--- config.mk ---
export PLATFORM = sky130hd
export DESIGN_NAME = fp_normalizer
export DESIGN_NICKNAME = d
export VERILOG_FILES = /design/src/rtl/fp_normalizer.sv
export SDC_FILE = /design/constraint.sdc
export NUM_CORES = 1
export LEC_CHECK = 0
export CAP_MARGIN = 20
export CORE_ASPECT_RATIO = 2
export CORE_UTILIZATION = 50
export CTS_CLUSTER_SIZE = 25
export DETAILED_ROUTE_END_ITERATION = 8
export PLACE_DENSITY = 0.75
export SLEW_MARGIN = 30
export SYNTH_ARGS = -nofsm -noshare
export SYNTH_HDL_FRONTEND = slang
export SYNTH_SLANG_ARGS = --single-unit
--- constraint.sdc ---
create_clock -name clk -period 4.6 [get_ports clk]
set_input_delay 0.69 -clock clk [delete_from_list [all_inputs] [get_ports clk]]
set_output_delay 0.69 -clock clk [all_outputs]
set_load 0.01 [all_outputs]
--- src/rtl/fp_normalizer.sv ---
// fp_normalizer: normalize / round-to-nearest-even / pack stage that follows
// the significand adder of a single-precision FP adder/subtractor.
//
// mant_in layout (MAN_W+4 bits): [carry | hidden | fraction | guard | sticky]
//
// Optional build macro FP_NORM_FAST_EN: when defined, NORM resolves in one
// cycle with a leading-zero count and barrel shift (constant 2-cycle latency).
// When undefined, NORM shifts left one bit per cycle. Results and flags are
// identical in both builds.
module fp_normalizer #(
  parameter int EXP_W = 8,
  parameter int MAN_W = 23
) (
  input  logic                   clk,
  input  logic                   rst,
  input  logic                   in_valid,
  output logic                   in_ready,
  input  logic                   sign_in,
  input  logic [EXP_W-1:0]       exp_in,
  input  logic [MAN_W+3:0]       mant_in,
  output logic                   out_valid,
  input  logic                   out_ready,
  output logic [EXP_W+MAN_W:0]   result,
  output logic                   flag_ovf,
  output logic                   flag_unf,
  output logic                   flag_inexact
);

  localparam int MW     = MAN_W + 4;   // significand register width
  localparam int XW     = EXP_W + 1;   // extra exponent bit exposes overflow
  localparam int CARRY  = MAN_W + 3;
  localparam int HIDDEN = MAN_W + 2;

  localparam logic [XW-1:0] EXP_ONE = XW'(1);
  localparam logic [XW-1:0] EXP_INF = {1'b0, {EXP_W{1'b1}}};

  typedef enum logic [1:0] {
    IDLE,
    NORM,
    ROUND,
    DONE
  } state_t;

  state_t        state;
  logic          sign_r;
  logic [XW-1:0] exp_r;
  logic [MW-1:0] mant_r;

  // One-bit shifts used by NORM. A right shift folds the bit leaving the
  // sticky position back into sticky; a left shift moves sticky into guard.
  logic [MW-1:0] mant_rsh;
  logic [MW-1:0] mant_lsh;

  assign mant_rsh = {1'b0, mant_r[MW-1:2], mant_r[1] | mant_r[0]};
  assign mant_lsh = {mant_r[MW-2:0], 1'b0};

  // Round-to-nearest-even on the normalized significand in mant_r.
  logic             rnd_guard;
  logic             rnd_sticky;
  logic             rnd_inc;
  logic [MAN_W+1:0] rnd_sum;    // {carry-out, hidden, fraction}
  logic             rnd_co;
  logic [MAN_W-1:0] rnd_frac;
  logic [XW-1:0]    rnd_exp;
  logic             rnd_ovf;

  assign rnd_guard  = mant_r[1];
  assign rnd_sticky = mant_r[0];
  assign rnd_inc    = rnd_guard & (rnd_sticky | mant_r[2]);
  assign rnd_sum    = {1'b0, mant_r[HIDDEN:2]} + {{(MAN_W+1){1'b0}}, rnd_inc};
  assign rnd_co     = rnd_sum[MAN_W+1];
  // A carry out of the hidden bit leaves 10.000..0, so the shifted fraction
  // is simply the upper bits of the sum.
  assign rnd_frac   = rnd_co ? rnd_sum[MAN_W:1] : rnd_sum[MAN_W-1:0];
  assign rnd_exp    = exp_r + {{EXP_W{1'b0}}, rnd_co};
  assign rnd_ovf    = (rnd_exp >= EXP_INF);

`ifdef FP_NORM_FAST_EN
  // Leading zeros counted from the hidden bit downwards.
  logic [XW-1:0] lzc;
  logic          lz_found;
  logic          flush_r;   // underflow decided in NORM, reported in ROUND

  // Leading-zero counter over hidden..sticky.
  always_comb begin
    // NOTE: every variable gets a default first so no path infers a latch.
    lzc      = '0;
    lz_found = 1'b0;
    for (int i = HIDDEN; i >= 0; i--) begin
      if (!lz_found) begin
        if (mant_r[i]) lz_found = 1'b1;
        else           lzc      = lzc + EXP_ONE;
      end
    end
  end
`endif

  // Control FSM with registered handshake outputs, result and flags.
  always_ff @(posedge clk or posedge rst) begin
    if (rst) begin
      // NOTE: non-blocking assignments throughout so every register samples
      // pre-edge values regardless of statement order.
      state        <= IDLE;
      in_ready     <= 1'b1;
      out_valid    <= 1'b0;
      result       <= '0;
      flag_ovf     <= 1'b0;
      flag_unf     <= 1'b0;
      flag_inexact <= 1'b0;
      sign_r       <= 1'b0;
      exp_r        <= '0;
      mant_r       <= '0;
`ifdef FP_NORM_FAST_EN
      flush_r      <= 1'b0;
`endif
    end else begin
      case (state)
        IDLE: begin
          if (in_valid && in_ready) begin
            sign_r   <= sign_in;
            exp_r    <= {1'b0, exp_in};
            mant_r   <= mant_in;
            in_ready <= 1'b0;
            state    <= NORM;
`ifdef FP_NORM_FAST_EN
            flush_r  <= 1'b0;
`endif
          end
        end

        NORM: begin
`ifdef FP_NORM_FAST_EN
          // Single-cycle resolution; zero and flush also pass through ROUND
          // so latency is the same for every operand.
          state <= ROUND;
          if (mant_r[CARRY]) begin
            mant_r <= mant_rsh;
            exp_r  <= exp_r + EXP_ONE;
          end else if (mant_r[HIDDEN]) begin
            // already normalized
          end else if (mant_r == '0) begin
            sign_r <= 1'b0;
            exp_r  <= '0;
          end else if (exp_r <= lzc) begin
            // shift limited by the exponent: the value cannot be normalized
            flush_r <= 1'b1;
          end else begin
            mant_r <= mant_r << lzc;
            exp_r  <= exp_r - lzc;
          end
`else
          // One step per cycle: right shift on carry, left shift otherwise.
          if (mant_r[CARRY]) begin
            mant_r <= mant_rsh;
            exp_r  <= exp_r + EXP_ONE;
            state  <= ROUND;
          end else if (mant_r[HIDDEN]) begin
            state <= ROUND;
          end else if (mant_r == '0) begin
            result       <= '0;
            flag_ovf     <= 1'b0;
            flag_unf     <= 1'b0;
            flag_inexact <= 1'b0;
            out_valid    <= 1'b1;
            state        <= DONE;
          end else if (exp_r <= EXP_ONE) begin
            result       <= {sign_r, {(EXP_W+MAN_W){1'b0}}};
            flag_ovf     <= 1'b0;
            flag_unf     <= 1'b1;
            flag_inexact <= 1'b1;
            out_valid    <= 1'b1;
            state        <= DONE;
          end else begin
            mant_r <= mant_lsh;
            exp_r  <= exp_r - EXP_ONE;
          end
`endif
        end

        ROUND: begin
`ifdef FP_NORM_FAST_EN
          if (flush_r) begin
            result       <= {sign_r, {(EXP_W+MAN_W){1'b0}}};
            flag_ovf     <= 1'b0;
            flag_unf     <= 1'b1;
            flag_inexact <= 1'b1;
          end else
`endif
          if (rnd_ovf) begin
            result       <= {sign_r, {EXP_W{1'b1}}, {MAN_W{1'b0}}};
            flag_ovf     <= 1'b1;
            flag_unf     <= 1'b0;
            flag_inexact <= 1'b1;
          end else begin
            result       <= {sign_r, rnd_exp[EXP_W-1:0], rnd_frac};
            flag_ovf     <= 1'b0;
            flag_unf     <= 1'b0;
            flag_inexact <= rnd_guard | rnd_sticky;
          end
          out_valid <= 1'b1;
          state     <= DONE;
        end

        DONE: begin
          if (out_ready) begin
            out_valid <= 1'b0;
            in_ready  <= 1'b1;
            state     <= IDLE;
          end
        end

        default: state <= IDLE;
      endcase
    end
  end

endmodule

* Word level (Yosys, flattened, before mapping)
Cells that the tools add are included.
** Word-level totals
- Logic and storage cells :: 93
- Output and inout port bits :: 37
- Register bits after elaboration :: 76
- Input bits :: 40
** Operators by class
- Add/subtract/negate cells :: 4
- Muxes and demuxes :: 47
- Magnitude comparators :: 2
- Reductions and logical operators :: 14
- Bitwise operators :: 3
- Equal/unequal tests :: 12
** Operators with widths (count)
- two-way mux 32 bit :: 4
- two-way mux 26 bit :: 4
- case mux 32 bit (2 select lines) :: 1
- case mux 27 bit (2 select lines) :: 1
- two-way mux 9 bit :: 5
- two-way mux 31 bit :: 1
- zero test 27 bit :: 1
- two-way mux 27 bit :: 1
- adder 24 x 1 -> 25 bit :: 1
- two-way mux 23 bit :: 1
- case mux 9 bit (2 select lines) :: 1
- two-way mux 1 bit :: 16
- two-way mux 2 bit :: 6
- inequality test 3 bit (second input constant) :: 4
- AND reduction 5 bit :: 2
- adder 9 x 1 -> 9 bit :: 1
- adder 9 x 1 -> 9 bit (second input constant) :: 1
- >= comparator 9 x 8 -> 1 bit (second input constant) :: 1
- <= comparator 9 x 1 -> 1 bit (second input constant) :: 1
- subtractor 9 x 1 -> 9 bit (second input constant) :: 1
- inequality test 2 bit (second input constant) :: 4
- case mux 1 bit (2 select lines) :: 4
- case mux 2 bit (4 select lines) :: 1
- AND reduction 3 bit :: 2
- 12 further kinds :: 17

* Depth between registers and ports, before layout
- Depth in word-level cells :: 7
- Mapped depth :: 14
- Mapped depth without buffers :: 12

* Worst setup path after synthesis
No wires, ideal clock.
- Path type :: reg2reg
- From :: register mant_r[1]
- To :: register result[16]
- Setup time :: 122 ps
- Arrival time :: 3113 ps
- Data required time :: 4478 ps
- Clock period less this slack :: 3235 ps
- Cell stages (with the launch flop) :: 15
- Buffers on the path :: 2
- Path slack :: 1365 ps
- Cells stage by stage :: dfrtp_1 and2_1 ha_1 and4_1 buf_2 nand2_1 nor4_4 ha_1 xor2_2 nand3_1 or3_1 o31a_1 and2_4 buf_6 a32o_1
** Between the ends
- Word-level cells in the longest chain between the ends :: 6
- Elaborated cells between the ends (all ways) :: 13
- Those cells by class :: add/sub: 2; order compare: 1; eq/ne: 1; mux: 6; bitwise: 1; reduce/logical: 2
** Ends and longest elaborated chain
- start, declared :: RTL line 47 : logic [MW-1:0] mant_r;
- start signal, assigned :: RTL line 122 : mant_r <= mant_in;
- start signal, assigned :: RTL line 154 : mant_r <= mant_rsh;
- start signal, assigned :: RTL line 174 : mant_r <= mant_lsh;
- AND 1 bit :: RTL line 69 : assign rnd_inc = rnd_guard & (rnd_sticky | mant_r[2]);
- adder 24 x 1 -> 25 bit :: RTL line 70 : assign rnd_sum = {1'b0, mant_r[HIDDEN:2]} + {{(MAN_W+1){1'b0}}, rnd_inc};
- adder 9 x 1 -> 9 bit :: RTL line 75 : assign rnd_exp = exp_r + {{EXP_W{1'b0}}, rnd_co};
- >= comparator 9 x 8 -> 1 bit :: RTL line 76 : assign rnd_ovf = (rnd_exp >= EXP_INF);
- two-way mux 31 bit :: RTL line 189 : if (rnd_ovf) begin
- case mux 32 bit (2 select lines) :: RTL line 117 : case (state)
- end signal, assigned :: RTL line 167 : result <= {sign_r, {(EXP_W+MAN_W){1'b0}}};
- end signal, assigned :: RTL line 190 : result <= {sign_r, {EXP_W{1'b1}}, {MAN_W{1'b0}}};
- end signal, assigned :: RTL line 195 : result <= {sign_r, rnd_exp[EXP_W-1:0], rnd_frac};
- end, declared :: RTL line 23 : output logic [EXP_W+MAN_W:0] result,
Parallel ways exist; a longest one is shown, timed or not. The select of a mux whose other input is x is not followed.
A chain may end at the register's enable or synchronous reset.

* Worst setup path after layout
- From :: register mant_r[2]
- To :: register result[16]
** Between the ends
- Word-level cells in the longest chain between the ends :: 7
- Elaborated cells between the ends (all ways) :: 14
- Those cells by class :: add/sub: 2; order compare: 1; eq/ne: 1; mux: 6; bitwise: 2; reduce/logical: 2
** Ends and longest elaborated chain (RTL line)
- OR 1 bit :: 69
- AND 1 bit :: 69
- adder 24 x 1 -> 25 bit :: 70
- adder 9 x 1 -> 9 bit :: 75
- >= comparator 9 x 8 -> 1 bit :: 76
- two-way mux 31 bit :: 189
- case mux 32 bit (2 select lines) :: 117
Parallel ways exist; a longest one is shown, timed or not. The select of a mux whose other input is x is not followed.

==> flow_summary_export.csv <==
group,metric,value,unit
run_status,status,"finished, violations left",
run_status,violations,"DRC",
place,hpwlAfterDp,9627,um
cells_and_area,multiInputGateArea,0.002560,mm2
floorplanning,die-area,0.009952,mm2
sta,hold_ws,0.4817,ns
cells_and_area,fin_util,0.6248,
detailed_routing,postRouteAntennaNets,0,
synth,ys_types,55,
cts,postCtsHoldBufs,0,
cts,postCtsSetupBuffers,0,
sta,finalCriticalPeriod,3.653,ns
place,dp.cells,664,
flow_run,cap_violations,0,
place,port-buffer-count,76,
place,place_ws,1.036,ns
power,p_clk_frac,0.172,
sta,fmax,273.8,MHz
synth,synth_enable_flop_cells,0,
place,gp_congestion,0.8913,
sta,drv_slew,0,
detailed_routing,via_per_inst,6.354,
setup_path,path_max_fanout,12,
global_routing,grt_pass1_wl,21580,um
sta,tightest_slew,0.7127,ns
setup_path,crit_required,4.88,ns
floorplanning,chipHeight,140.1,um
cts,cts_tree,"done",
sta,setup_slack,0.9471,ns
cells_and_area,nets,623,
setup_path,crit_path_start,"mant_r[2]$_DFFE_PP0P_",
setup_path,ff2ff_setup_slack,0.95,ns
global_routing,overflow,0,
floorplanning,initial_core_util,0.5114,
hold_path,hold_class,"flop to flop",
power,vdd_drop_max,572.3,uV
global_routing,grt_max_degree,77,
setup_path,r2r-end,"result[16]$_DFFE_PP0P_",
cells_and_area,fin_cells,681,
floorplanning,fp-row-count,50,
synth,ys.flop_type,"dfrtp_1",
floorplanning,die_w,71.05,um
power,p_leak,2.401,nW
cts,cts_num_sinks,76,
power,pwr-share-comb,0.483,
sta,hold_viol_final,0,
sta,finalClockSkew,0.007961,ns
sta,finalCritPeriodShare,0.7941,
floorplanning,pin_count,77,
cells_and_area,final_cell_mix,"76 x clkdlybuf4s50_1, 74 x dfrtp_1, 60 x nand2_1",
synth,synth_area_leader_cell,"dfrtp_1",
synth,synthArstFlopShare,1.000,
global_routing,grt_antenna_before_repair,0,
cts,cts_buffer_depth,2,
detailed_routing,drt_iter0_markers,489,
setup_path,crit_type,"flop to flop",
setup_path,startpoint_type,"flop",
cells_and_area,regArea,0.001904,mm2
setup_path,r2r-start,"mant_r[2]$_DFFE_PP0P_",
synth,synth.top_cell.area_share,0.3937,
cts,cts_buffers,9,
sta,setup_viol,0,
synth,yosysWarnings,0,
setup_path,worstRegToRegCells,12,
power,netSwitchingPower,0.001967,W
cts,clk_pin_slew,0.06,ns
synth,syn-cell-area,0.004767,mm2
synth,syn_avg_cell_area,9.063,um2
setup_path,cp-end-kind,"flop",
setup_path,crit_end,"result[16]$_DFFE_PP0P_",
cells_and_area,layout_commonest_cell,"clkdlybuf4s50_1",
detailed_routing,vias,4327,
cells_and_area,area_growth_syn_to_layout,22.18,%
cells_and_area,n_fill_cell,799,
synth,syn_inst,526,
power,power.share.switching,0.4384,
detailed_routing,remaining_drc_errors,7,
cts,htreeDepth,3,
sta,rsz0062_at_grt,"no",
cts,cts_root_buf,"clkbuf_16",
synth,synth_seq_cells,76,
synth,synth.area.top_cells,"dfrtp_1 39%, a221oi_2 6.0%, a21oi_1 4.8%",
sta,tns,0,ns
power,power_density,770.1,mW/mm2
synth,mappedNetlistNets,577,
floorplanning,coreArea,0.009321,mm2
power,power.internal,0.002519,W
cts,clk_latency,0.34,ns
global_routing,grt_pass1_vias,4382,
global_routing,grt_util_all_layers,0.2841,
cells_and_area,diodes,0,
detailed_routing,routedWlPerCell,19.51,um
synth,yosysSeqAreaShare,0.3992,
power,seqPwrFrac,0.345,
detailed_routing,drt_first_pass_iters,9,
cells_and_area,layout-drive-gt1-share,0.1127,
detailed_routing,drt_wl_total,13290,um
cts,cts_resized,0,
setup_path,arrival,3.93,ns
sta,max-slew-margin-rel,0.5249,
[worst min-delay path by stage]
stage	slack, ns	from	cells past startpoint	end
2_1_floorplan	0.48	sign_r$_DFFE_PP0P_	1	sign_r$_DFFE_PP0P_
3_5_place_dp	0.47	result[26]$_DFFE_PP0P_	1	result[26]$_DFFE_PP0P_
4_1_cts	0.49	result[26]$_DFFE_PP0P_	1	result[26]$_DFFE_PP0P_
3_3_place_gp	0.48	result[23]$_DFFE_PP0P_	2	result[23]$_DFFE_PP0P_
6_report	0.48	result[26]$_DFFE_PP0P_	1	result[26]$_DFFE_PP0P_
5_1_grt	0.50	result[26]$_DFFE_PP0P_	1	result[26]$_DFFE_PP0P_
[kinds of logic after synthesis]
kind of cell,share of synthesized area
AND/OR/NAND/NOR,0.2123
flip-flops,0.3992
XOR/XNOR,0.04934
multiplexers,0.01339
adder cells (fa/ha/maj),0.02887
buffers and inverters,0.06745
AO/OA/AOI/OAI,0.2294
[registers in the layout, indices dropped and copies added (netlist names)]
register,flops
state,2
flag_ovf,1
sign_r,1
flag_unf,1
result,32
in_ready,1
mant_r,27
out_valid,1
flag_inexact,1
exp_r,9
[worst max-delay path: stages (launching register included)]
cell     delay (ns)
dfrtp_1        0.47
and2_1         0.19
ha_1           0.20
and4_1         0.34
nand2_1        0.17
nor4_4         0.43
ha_1           0.26
nand4_2        0.15
nor3_1         0.27
xnor2_1        0.26
o31a_1         0.39
and2_4         0.29
a32o_1         0.17
[layout make-up]
type / instances / area share
clock inverter: 6 / 0.01482
timing repair buffer: 85 / 0.1463
multi-input combinational: 386 / 0.4395
inverter: 14 / 0.009023
tap: 104 / 0.02234
clock buffer: 10 / 0.04103
sequential: 76 / 0.3270
[through the flow]
step	area (um2)	total power, W
floorplan	4767	0.002913
global placement	5466	0.003589
detailed placement	5466	0.003671
CTS	5792	0.004452
global route	5824	0.004783
finish	5824	0.004485
[synth_stat cells, types with 4 or more instances]
cell / instances
dfrtp_1: 75
nand2_1: 60
a21oi_1: 46
nor2_1: 41
and3_1: 28
buf_2: 23
a221oi_2: 19
clkbuf_1: 19
nand3_1: 18
nor3_1: 17
o21ai_1: 14
xnor2_1: 14
a22o_1: 13
inv_1: 13
ha_1: 11
xor2_1: 11
o21ai_0: 10
nand4_1: 7
buf_6: 6
nor4_1: 6
a21o_1: 5
a221oi_1: 5
a31oi_1: 5
o22ai_1: 5
o31ai_1: 5
a32o_1: 4
and4_1: 4
[power by group through the flow]
stage | Sequential, W | Combinational (W) | Clock [W]
6_report | 0.00155 | 0.00217 | 0.000773
5_1_grt | 0.00159 | 0.00238 | 0.000814
4_1_cts | 0.00154 | 0.00213 | 0.000783
3_5_place_dp | 0.00155 | 0.00212 | 0
3_3_place_gp | 0.00154 | 0.00205 | 0
2_1_floorplan | 0.00129 | 0.00163 | 0
[layer usage]
| metal | vias up | track usage | wire length (um) |
|---|---|---|---|
| li1 | 2004 | - | - |
| met1 | 2094 | 0.2929 | 4507 |
| met2 | 169 | 0.5030 | 7325 |
| met3 | 60 | 0.05971 | 559 |
| met4 | 0 | 0.1937 | 894 |
| met5 | - | 0 | 0 |
Note: power is estimated with default switching activity, not from simulation.
